--- src/rtl/bimodal_update_ctrl.sv ---
// Bimodal predictor update controller: issues table reads for lookups, queues
// {index, predicted direction} per lookup and drives counter updates on resolve.
module bimodal_update_ctrl #(
    parameter int IL    = 10,
    parameter int CL    = 3,
    parameter int DEPTH = 4
) (
    input  logic          Clk,
    input  logic          reset,
    input  logic          lk_valid,
    input  logic [IL-1:0] lk_index,
    output logic          lk_ready,
    input  logic          res_valid,
    input  logic          res_taken,
    input  logic [CL-1:0] rdata_c_bits,
    output logic          tbl_rd,
    output logic [IL-1:0] tbl_index,
    output logic          inc_counter,
    output logic          dec_counter,
    output logic          update_enable,
    output logic          correct_prediction,
    output logic          pred_valid,
    output logic          pred_taken,
    output logic [4:0]    inflight_count,
    output logic          full,
    output logic          empty,
    output logic          res_error
);

    localparam int         PW      = (DEPTH > 1) ? $clog2(DEPTH) : 1;
    localparam logic [5:0] DEPTH_W = 6'(DEPTH);

    logic          s1_valid;
    logic [IL-1:0] s1_index;
    logic [IL-1:0] q_idx  [DEPTH];
    logic          q_pred [DEPTH];
    logic [PW-1:0] wr_ptr;
    logic [PW-1:0] rd_ptr;
    logic [4:0]    count;
    logic          res_error_q;

    logic          accept;
    logic          do_res;
    logic          push;
    logic          pop;
    logic          q_empty;
    logic          pred_bit;
    logic [5:0]    occupancy;
    logic [IL-1:0] head_idx;
    logic          head_pred;

    // Only the counter MSB carries the prediction; lower bits are the table's business.
    logic unused_rdata_low;
    assign unused_rdata_low = &{1'b0, rdata_c_bits[CL-2:0]};

    assign q_empty   = (count == 5'd0);
    // The stage-1 entry has already claimed a queue slot, so count it as occupied.
    assign occupancy = {1'b0, count} + {5'b0, s1_valid};
    assign lk_ready  = reset & ~res_valid & (occupancy < DEPTH_W);
    assign accept    = lk_valid & lk_ready;
    assign do_res    = reset & res_valid & ~q_empty;
    assign push      = s1_valid;
    assign pop       = do_res;

    assign head_idx  = q_idx[rd_ptr];
    assign head_pred = q_pred[rd_ptr];
    assign pred_bit  = s1_valid & rdata_c_bits[CL-1];

    assign pred_valid     = s1_valid;
    assign pred_taken     = pred_bit;
    assign inflight_count = count;
    assign full           = (count == DEPTH_W[4:0]);
    assign empty          = q_empty;
    assign res_error      = res_error_q;

    always_comb begin
        tbl_rd             = 1'b0;
        tbl_index          = '0;
        update_enable      = 1'b0;
        inc_counter        = 1'b0;
        dec_counter        = 1'b0;
        correct_prediction = 1'b0;
        if (do_res) begin
            update_enable      = 1'b1;
            tbl_index          = head_idx;
            inc_counter        = res_taken;
            dec_counter        = ~res_taken;
            correct_prediction = (head_pred == res_taken);
        end else if (accept) begin
            tbl_rd    = 1'b1;
            tbl_index = lk_index;
        end
    end

    always_ff @(posedge Clk or negedge reset) begin
        if (!reset) begin
            s1_valid    <= 1'b0;
            s1_index    <= '0;
            wr_ptr      <= '0;
            rd_ptr      <= '0;
            count       <= '0;
            res_error_q <= 1'b0;
        end else begin
            s1_valid <= accept;
            if (accept) begin
                s1_index <= lk_index;
            end
            if (push) begin
                wr_ptr <= wr_ptr + PW'(1);
            end
            if (pop) begin
                rd_ptr <= rd_ptr + PW'(1);
            end
            count       <= count + 5'(push) - 5'(pop);
            res_error_q <= res_valid & q_empty;
        end
    end

    // Payload storage needs no reset: the pointers and count decide what is live.
    always_ff @(posedge Clk) begin
        if (push) begin
            q_idx[wr_ptr]  <= s1_index;
            q_pred[wr_ptr] <= pred_bit;
        end
    end

    assert property (@(posedge Clk) disable iff (!reset) push |-> (count != DEPTH_W[4:0]) || pop);
    assert property (@(posedge Clk) disable iff (!reset) !(tbl_rd && update_enable));

endmodule

--- config.mk ---
export PLATFORM = sky130hd
export DESIGN_NAME = bimodal_update_ctrl
export DESIGN_NICKNAME = d
export VERILOG_FILES = /design/src/rtl/bimodal_update_ctrl.sv
export SDC_FILE = /design/constraint.sdc
export NUM_CORES = 1
export LEC_CHECK = 0
export BUFFER_PORTS_ARGS = -buffer_cell sky130_fd_sc_hd__buf_2
export CORE_MARGIN = 5
export CORE_UTILIZATION = 40
export CTS_BUF_LIST = sky130_fd_sc_hd__clkbuf_4
export CTS_CLUSTER_DIAMETER = 200
export DETAILED_ROUTE_END_ITERATION = 7
export GPL_TIMING_DRIVEN = 0
export HOLD_SLACK_MARGIN = 0.02
export PLACE_DENSITY = 0.68
export SYNTH_ARGS = -nofsm -noshare
export SYNTH_HDL_FRONTEND = slang
export SYNTH_SLANG_ARGS = --single-unit
--- constraint.sdc ---
create_clock -name Clk -period 5.14 [get_ports Clk]
set_clock_uncertainty 0.05 [all_clocks]
set_input_delay 1.028 -clock Clk [delete_from_list [all_inputs] [get_ports Clk]]
set_output_delay 1.028 -clock Clk [all_outputs]
set_load 0.1 [all_outputs]
# Word level (Yosys, flattened, before mapping)
# Memory sizes are Yosys's and may differ from the RTL's.
# Cells that the tools add are included.
[classes]
n_div = 0
bitwise = 10
n_reduce_logical = 1
mux = 10
n_eq_ne = 2
n_addsub = 5
magnitude_cmp = 1
shifts = 0
n_mul = 0
[op_table]
columns = ["cell", "count"]
rows = [
  ["$mux 10", 2],
  ["$mux 1", 8],
  ["$and 1x1->1", 7],
  ["$add 5x1->6", 1],
  ["$lt 6x3->1 const B", 1],
  ["$add 5x1->5", 1],
  ["$eq 5x3->1 const B", 1],
  ["$logic_not 5->1", 1],
  ["$sub 5x1->5", 1],
  ["$add 2x1->2 const B", 2],
  ["$not 1->1", 3],
  ["$eq 1x1->1", 1],
]
[totals]
latch_bits = 0
mem_bits_rw = 44
n_memories = 2
mem_bits_ro = 0
ff_bits = 21
[memory_table]
columns = ["name", "words", "width", "rd", "rd_clocked_by_memory_dff", "wr", "line", "source"]
rows = [
  ["q_idx", 4, 10, 1, 0, 1, "35", "logic [IL-1:0] q_idx [DEPTH];"],
  ["q_pred", 4, 1, 1, 0, 1, "36", "logic q_pred [DEPTH];"],
]

# Logic depth before layout (Yosys ltp)
# Gate-level depths: netlist of the first run.
[logic_depth]
ltp_word = 6
ltp_mapped = 13

# Worst setup path before layout of the first run
# OpenSTA, ideal clock, no wires.
[synth_path]
path_type = "register to output"
startpoint = "reg count[2], in the netlist inflight_count[2]"
endpoint = "out lk_ready"
t_required_ns = 4.062
setup_slack_ns = -0.585
n_path_buf = 0
arrival_time_ns = 4.647
stages_incl_launch_ff = 6
cell_sequence = "dfrtp_1 > ha_1 > nand4_1 > xor2_1 > o31ai_2 > nor4bb_1"
[synth_via]
elab_chain_len = 3
[synth_rtl]
columns = ["item", "line", "source"]
rows = [
  ["start: declaration", "39", "logic [4:0] count;"],
  ["start signal: assignment", "114", "count <= count + 5'(push) - 5'(pop);"],
  ["$add 5x1->6", "58", "assign occupancy = {1'b0, count} + {5'b0, s1_valid};"],
  ["$lt 6x3->1", "59", "assign lk_ready = reset & ~res_valid & (occupancy < DEPTH_W);"],
  ["$and 1x1->1", "59", ""],
  ["end: declaration", "12", "output logic lk_ready,"],
]
# Every way passes these cells.

# Worst setup path after layout of the first run
[layout_path]
startpoint = "in reset"
endpoint = "out tbl_index[3]"
[layout_via]
elab_chain_len = 5
elab_cells_between_ends = 7
[layout_rtl]
columns = ["item", "line", "source"]
rows = [
  ["start: declaration", "9", "input logic reset,"],
  ["$and 1x1->1 (2 in series)", "59", ""],
  ["$and 1x1->1", "60", "assign accept = lk_valid & lk_ready;"],
  ["$mux 10", "89", "end else if (accept) begin"],
  ["$mux 10 *", "83", "if (do_res) begin"],
  ["end: declaration", "17", "output logic [IL-1:0] tbl_index,"],
]
# Every way passes the cells marked *; elsewhere a longest branch is shown, timed or not.

==> results of run 1 <==
[worst min-delay path by stage]
| stage | start | to | slack (ns) | depth (start not counted) |
|---|---|---|---|---|
| floorplan | s1_index[0] | q_idx[0][0] | 0.42 | 0 |
| detailed placement | s1_index[0] | q_idx[0][0] | 0.44 | 0 |
| global placement | s1_index[3] | q_idx[3][3] | 0.44 | 0 |
| finish | s1_index[0] | q_idx[1][0] | 0.47 | 0 |
| CTS | s1_index[0] | q_idx[2][0] | 0.47 | 0 |
| global route | s1_index[0] | q_idx[0][0] | 0.49 | 0 |
[worst max-delay path: stages]
cell	delay, ns
buf_2	0.46
nand3_1	0.36
inv_1	0.24
buf_2	0.27
a22o_1	0.18
buf_2	0.43
[routing by layer]
layer	global-route usage	vias to the layer above	share of wire
met1	0.1696	778	0.44
met5	0	-	0
met3	0.03526	7	0.040
met2	0.2157	35	0.50
met4	0.06498	0	0.021
li1	-	743	-
[cell type report]
cell class	count	area, um^2	share of cell area
inverters	12	45.04	0.01358
flip-flops and latches	65	1847	0.5570
clock inverters	6	67.56	0.02038
multi-input cells	86	915.9	0.2762
plain buffers	6	40.04	0.01208
repair buffers	41	205.2	0.06189
well taps	96	120.1	0.03623
clock buffers	10	75.07	0.02264
[cell usage after synthesis, drive strengths merged]
master,number
a221oi,1
xor2,5
nand3b,1
inv,12
dfrtp,21
nand3,1
fa,1
clkbuf,1
o21ai,1
a21o,1
o22ai,1
buf,5
ha,12
nor3b,2
mux2,10
mux4,11
nand2,5
nor2,4
and2,7
a21oi,3
o31ai,1
a22o,10
xnor2,4
nor4bb,1
nand4,1
edfxtp,44
nand2b,1
and3,1
nor3,1
[per-stage QoR]
stage / utilization / hold WS (ns) / instances / worst slack, ns
4_1_cts: 0.4827 / 0.4700 / 322 / 0.9948
5_1_grt: 0.4827 / 0.4937 / 322 / 0.8164
3_3_place_gp: 0.4619 / 0.4402 / 306 / 0.9613
3_5_place_dp: 0.4619 / 0.4439 / 306 / 0.9805
2_1_floorplan: - / 0.4193 / 169 / 0.1131
6_report: 0.4827 / 0.4714 / 322 / 1.068
[power breakdown]
part           switching, uW  internal (uW)
registers               94.1            675
clock network            191            155
logic                    522            238
total                    807           1070
[sequential cells by signal, summed over array words and instances (netlist names)]
name            cells
inflight_count      5
pred_valid          1
q_idx              40
q_pred              4
rd_ptr              2
res_error           1
s1_index           10
wr_ptr              2
[logic make-up after synthesis]
family	count (synthesis)
DFF	65
and+or+nand+nor	25
muxes	21
AOI/OAI and AO/OA	18
buffers and inverters	18
adders and majority gates	13
xor gates and xnor gates	9
==> reports/metrics.cfg, run 1 <==
[cells_and_area]
final_common_cell = edfxtp_1
syn_to_final_growth_pct = 16.69
n_antenna_cell = 0
drive_above_1_share = 0.3496
fin_area_um2 = 3316
nets = 252
mostFrequentLayoutCells = edfxtp_1 (44), buf_2 (43), dfrtp_1 (21)
fill_cells = 581

[pwr]
power.density_nw_per_um2 = 565.2
finalPower_uw = 1874
vdd_ir_drop_max_uv = 237.8
p_leak_uw = 0.001411

[synthesis]
synthAdderAreaFrac = 0.05989
ys_types = 34
netlist_top_cells_area = edfxtp_1 (46%), dfrtp_1 (18%), mux4_2 (8.7%)
synth_nets = 200
syn_inst = 169
yosys.area_share.simple = 0.05328
synth_mux_area_frac = 0.1268
yosys.area.top_type = edfxtp_1
synth_top_area_share = 0.4650
synthXorXnorAreaFrac = 0.02774
synth_top_family_by_area = multiplexers
avgSynthCellArea_um2 = 16.81
netlist_area_um2 = 2841
synth_compound_area_frac = 0.05240
yosysSeqAreaShare = 0.6499
synth-seq-cells = 65
ys.warnings.count = 0

[clock_network]
path_clk_slew_ns = 0.11
cts_buffer_depth = 2
cts.repair.resized = 0
cts_setup_buffers = 0
cts_tree = done
h-tree-depth = 3
clkLatencyLatePin_ns = 0.41
clkSinkCount = 65
cts_hold_buf = 0
cts_buffers = 9
cts-root-buf = clkbuf_4

[timing]
clock.fmax_mhz = 245.6
period_share = 0.7922
setup_tns_ns = 0
maxSlewViolCount = 0
hold_violations = 0
rsz0062_at_grt = false
setup_viol = 0
worst_pin_slew_ns = 0.7103
max-slew-margin-rel = 0.5264
post-route-min-period_ns = 4.072

[drt]
postRouteAntennaNets = 0
drc_errors = 0
totalWireLength_um = 5260
drt_iter0_drc = 111
vias_per_cell = 4.854
vias = 1563
routedWlPerCell_um = 16.34
dr.pass1.iters = 4

[grt]
grt_pass1_vias = 1651
grt_max_degree = 25
grt_pass1_wl_um = 8611
grt_overflow_total = 0
track_usage = 0.1348
antenna_found_initial = 0

[die]
initial_core_util = 0.4137
coreArea_um2 = 6869
die_area_um2 = 8890
dieWidth_um = 94.29
fp.dieH_um = 94.29
rows = 30
io_pins = 44

[place]
place_area_um2 = 3173
port-buffer-count = 41
gp_congestion = 0.6786
dp_hpwl_um = 3553

[critical_path]
cp-endpoint = tbl_index[3]
path_max_fanout = 24
r2r_slack_ns = 2.56
critPathCaptureType = output pin
crit_start = reset
startpoint_type = primary input
cp.required_ns = 4.06
arrival_ns = 2.99
path_class = in -> out
rr_worst_depth = 13
r2r_end = inflight_count[4]
reg2reg_from = inflight_count[2]

[run]
max-cap-violations = 0

[worst_hold_path]
worst_hold_path_type = reg -> reg

[run_status]
status = completed

(Power assumes the default switching activity.)
==> run 2, diff against run 1 <==
--- a/config.mk
+++ b/config.mk
@@ -5,6 +5,7 @@
 export SDC_FILE = /design/constraint.sdc
 export NUM_CORES = 1
 export LEC_CHECK = 0
+export ABC_AREA = 1
 export BUFFER_PORTS_ARGS = -buffer_cell sky130_fd_sc_hd__buf_2
 export CORE_MARGIN = 5
 export CORE_UTILIZATION = 40
@@ -13,7 +14,7 @@
 export DETAILED_ROUTE_END_ITERATION = 7
 export GPL_TIMING_DRIVEN = 0
 export HOLD_SLACK_MARGIN = 0.02
-export PLACE_DENSITY = 0.68
+export PLACE_DENSITY = 0.69
 export SYNTH_ARGS = -nofsm -noshare
 export SYNTH_HDL_FRONTEND = slang
 export SYNTH_SLANG_ARGS = --single-unit
==> constraint.sdc (replaced) <==
create_clock -name Clk -period 3.7 [get_ports Clk]
set_clock_uncertainty 0.05 [all_clocks]
set_input_delay 0.74 -clock Clk [delete_from_list [all_inputs] [get_ports Clk]]
set_output_delay 0.74 -clock Clk [all_outputs]
set_load 0.1 [all_outputs]
==> reports/metrics.cfg, run 2 <==
[run_status]
status = completed  ; unchanged

[cells_and_area]
n_antenna_cell = 0  ; unchanged
largest-register = q_idx  ; unchanged
largest_register_ffs = 40  ; unchanged
final_common_cell = nand2_1  ; was edfxtp_1
fin_area_um2 = 3583  ; was 3316 um^2
drive_above_1_share = 0.2692  ; was 0.3496
mostFrequentLayoutCells = nand2_1 (60), edfxtp_1 (44), buf_2 (41)  ; was edfxtp_1 (44), buf_2 (43), dfrtp_1 (21)
nets = 364  ; was 252
syn_to_final_growth_pct = 15.48  ; was 16.69%

[synthesis]
yosys.area_share.simple = 0.2145  ; was 0.05328
synthFlopType = edfxtp_1  ; unchanged
synth_top_family_by_area = simple AND/OR/NAND/NOR gates  ; was multiplexers
synth_edf_count = 44  ; unchanged
yosysSeqAreaShare = 0.5952  ; was 0.6499
netlist_top_cells_area = edfxtp_1 (43%), dfrtp_1 (17%), nand2_1 (7.3%)  ; was edfxtp_1 (46%), dfrtp_1 (18%), mux4_2 (8.7%)
yosysMostFrequentCell = nand2_1  ; was edfxtp_1
synth_mux_area_frac = 0  ; was 0.1268
ys.warnings.count = 0  ; unchanged
synthXorXnorAreaFrac = 0.01411  ; was 0.02774
synth-seq-cells = 65  ; unchanged
synth_nets = 312  ; was 200
syn_inst = 281  ; was 169
netlist_area_um2 = 3103  ; was 2841 um^2
synth_compound_area_frac = 0.06008  ; was 0.05240
synthAdderAreaFrac = 0.05484  ; was 0.05989
ys_types = 32  ; was 34
async_flop_share = 0.3231  ; unchanged
synth_top_area_share = 0.4258  ; was 0.4650
yosys.area.top_type = edfxtp_1  ; unchanged
avgSynthCellArea_um2 = 11.04  ; was 16.81 um^2
synth_common_cells = nand2_1 (60), edfxtp_1 (44), nor2_1 (30), inv_1 (24)  ; was edfxtp_1 (44), dfrtp_1 (21), ha_1 (12), inv_1 (12), mux4_2 (11)

[place]
place_area_um2 = 3445  ; was 3173 um^2
dp_hpwl_um = 4504  ; was 3553 um
gp_congestion = 0.7412  ; was 0.6786
port-buffer-count = 41  ; unchanged

[critical_path]
path_max_fanout = 23  ; was 24
rr_worst_depth = 12  ; was 13
critPathCaptureType = output pin  ; unchanged
startpoint_type = primary input  ; unchanged
arrival_ns = 2.61  ; was 2.99 ns
path_cells = buf_2, nand2_1, nor2_1, nand3_2, nor2_8, nand4_2, nand2_1, buf_2  ; was buf_2, nand3_1, inv_1, buf_2, a22o_1, buf_2
critPathSlowestCell = buf_2  ; unchanged
critPathMaxStageDelay_ns = 0.49  ; was 0.46 ns
cp.required_ns = 2.91  ; was 4.06 ns
path_class = in -> out  ; unchanged

[clock_network]
cts_setup_buffers = 0  ; unchanged
clkLatencyLatePin_ns = 0.41  ; about the same
cts-root-buf = clkbuf_4  ; unchanged
cts_hold_buf = 0  ; unchanged
cts_tree = done  ; unchanged
h-tree-depth = 3  ; unchanged
path_clk_slew_ns = 0.12  ; was 0.11 ns
cts_buffers = 9  ; unchanged
cts_buffer_depth = 2  ; unchanged
clkSinkCount = 65  ; unchanged
cts.repair.resized = 0  ; unchanged

[grt]
grt_overflow_total = 0  ; unchanged
track_usage = 0.1459  ; was 0.1348
grt_pass1_vias = 2171  ; was 1651
grt_max_degree = 24  ; was 25
antenna_found_initial = 0  ; unchanged
grt_pass1_wl_um = 10830  ; was 8611 um

[pwr]
vdd_ir_drop_max_uv = 757.9  ; was 237.8 uV
p_leak_uw = 0.001658  ; was 0.001411 uW
power.density_nw_per_um2 = 793.1  ; was 565.2 nW/um^2

[drt]
dr.pass1.iters = 4  ; unchanged
routed.top_layer = met4  ; unchanged
wl_met1_um = 2858  ; was 2318 um
vias = 2177  ; was 1563
wl_met3_um = 482  ; was 213 um
drc_errors = 0  ; unchanged
routedWlPerCell_um = 15.19  ; was 16.34 um
wl_met2_um = 3252  ; was 2620 um
vias_per_cell = 4.948  ; was 4.854
drt_iter0_drc = 135  ; was 111
totalWireLength_um = 6682  ; was 5260 um
postRouteAntennaNets = 0  ; unchanged

[timing]
hold_violations = 0  ; unchanged
worst_pin_slew_ns = 0.6185  ; was 0.7103 ns
rsz0062_at_grt = false  ; unchanged
period_share = 0.9179
maxSlewViolCount = 0  ; unchanged
clock.fmax_mhz = 294.5
post-route-min-period_ns = 3.396
setup_viol = 0  ; unchanged
fin_hold_ws_ns = 0.2743  ; was 0.4714 ns
max-slew-margin-rel = 0.5876  ; was 0.5264

[run]
max-cap-violations = 0  ; unchanged

[die]
fp.dieH_um = 98.08  ; was 94.29 um
initial_core_util = 0.4058  ; was 0.4137
coreArea_um2 = 7647  ; was 6869 um^2
io_pins = 44  ; unchanged
die_area_um2 = 9619  ; was 8890 um^2
dieWidth_um = 98.08  ; was 94.29 um
rows = 32  ; was 30

[worst_hold_path]
worst_hold_path_type = in -> async  ; was reg -> reg

[run 2: cell count changes in the layout (fill, tap and decap cells not counted), sizes merged, moves of 10 or more]
cell   change
o21ai     +21
mux4      -11
a22o      -10
mux2      -10
inv       +15
nand2     +60
nand4     +13
nor2      +29
[run 2: cell type report]
cell class | count | area, um^2
buffer | 12 | 82.58
fill | 704 | 4064
clock inverter | 7 | 71.32
inverter | 28 | 107.6
tap | 102 | 127.6
clock buffer | 9 | 67.56
timing repair buffer | 41 | 205.2
sequential | 65 | 1847
multi-input combinational | 176 | 1075
[run 2: cells by family (layout without fill, tap and decap cells)]
| logic type | Yosys count | after routing |
|---|---|---|
| DFF | 65 | 65 |
| adders and majority gates | 13 | 13 |
| xor gates and xnor gates | 5 | 5 |
| AOI/OAI and AO/OA | 34 | 34 |
| and+or+nand+nor | 124 | 124 |
| buffers and inverters | 40 | 97 |
[run 2: critical path, delay by kind of cell]
kind          cells  cell delay (ns)
buf+inv           2             0.92
simple gates      6             0.95
[run 2: final timing paths]
path | from | end | slack, ns
setup reg to reg | inflight_count[2] | inflight_count[4] | 1.05
min in group Clk | s1_index[3] | q_idx[1][3] | 0.48
max in group asynchronous | reset | s1_index[0] | 2.91
hold reg to reg | s1_index[3] | q_idx[1][3] | 0.48
setup / recovery | reset | tbl_index[9] | 0.30
hold / removal | reset | s1_index[1] | 0.27
[run 2: where the power goes]
| part | leakage [uW] | switching [uW] | internal [uW] |
|---|---|---|---|
| registers | 0.000668 | 129 | 937 |
| clock network | 0.0000695 | 265 | 204 |
| logic | 0.000921 | 987 | 319 |
| total | 0.00166 | 1380 | 1460 |
[run 2: stage by stage]
stage,worst slack [ns],std cells,utilization,total power (uW),setup TNS (ns)
floorplan,-0.06132,281,-,2120,-0.1354
global placement,0.2498,424,0.4504,2370,0
detailed placement,0.2252,424,0.4504,2394,0
CTS,0.2114,440,0.4686,2860,0
global route,0.09943,440,0.4686,3023,0
finish,0.3039,440,0.4686,2842,0
[run 2: per-layer routing]
metal,vias up,track usage
li1,1062,-
met1,1024,0.1970
met2,81,0.2304
met3,10,0.03786
met4,0,0.04792
met5,-,0
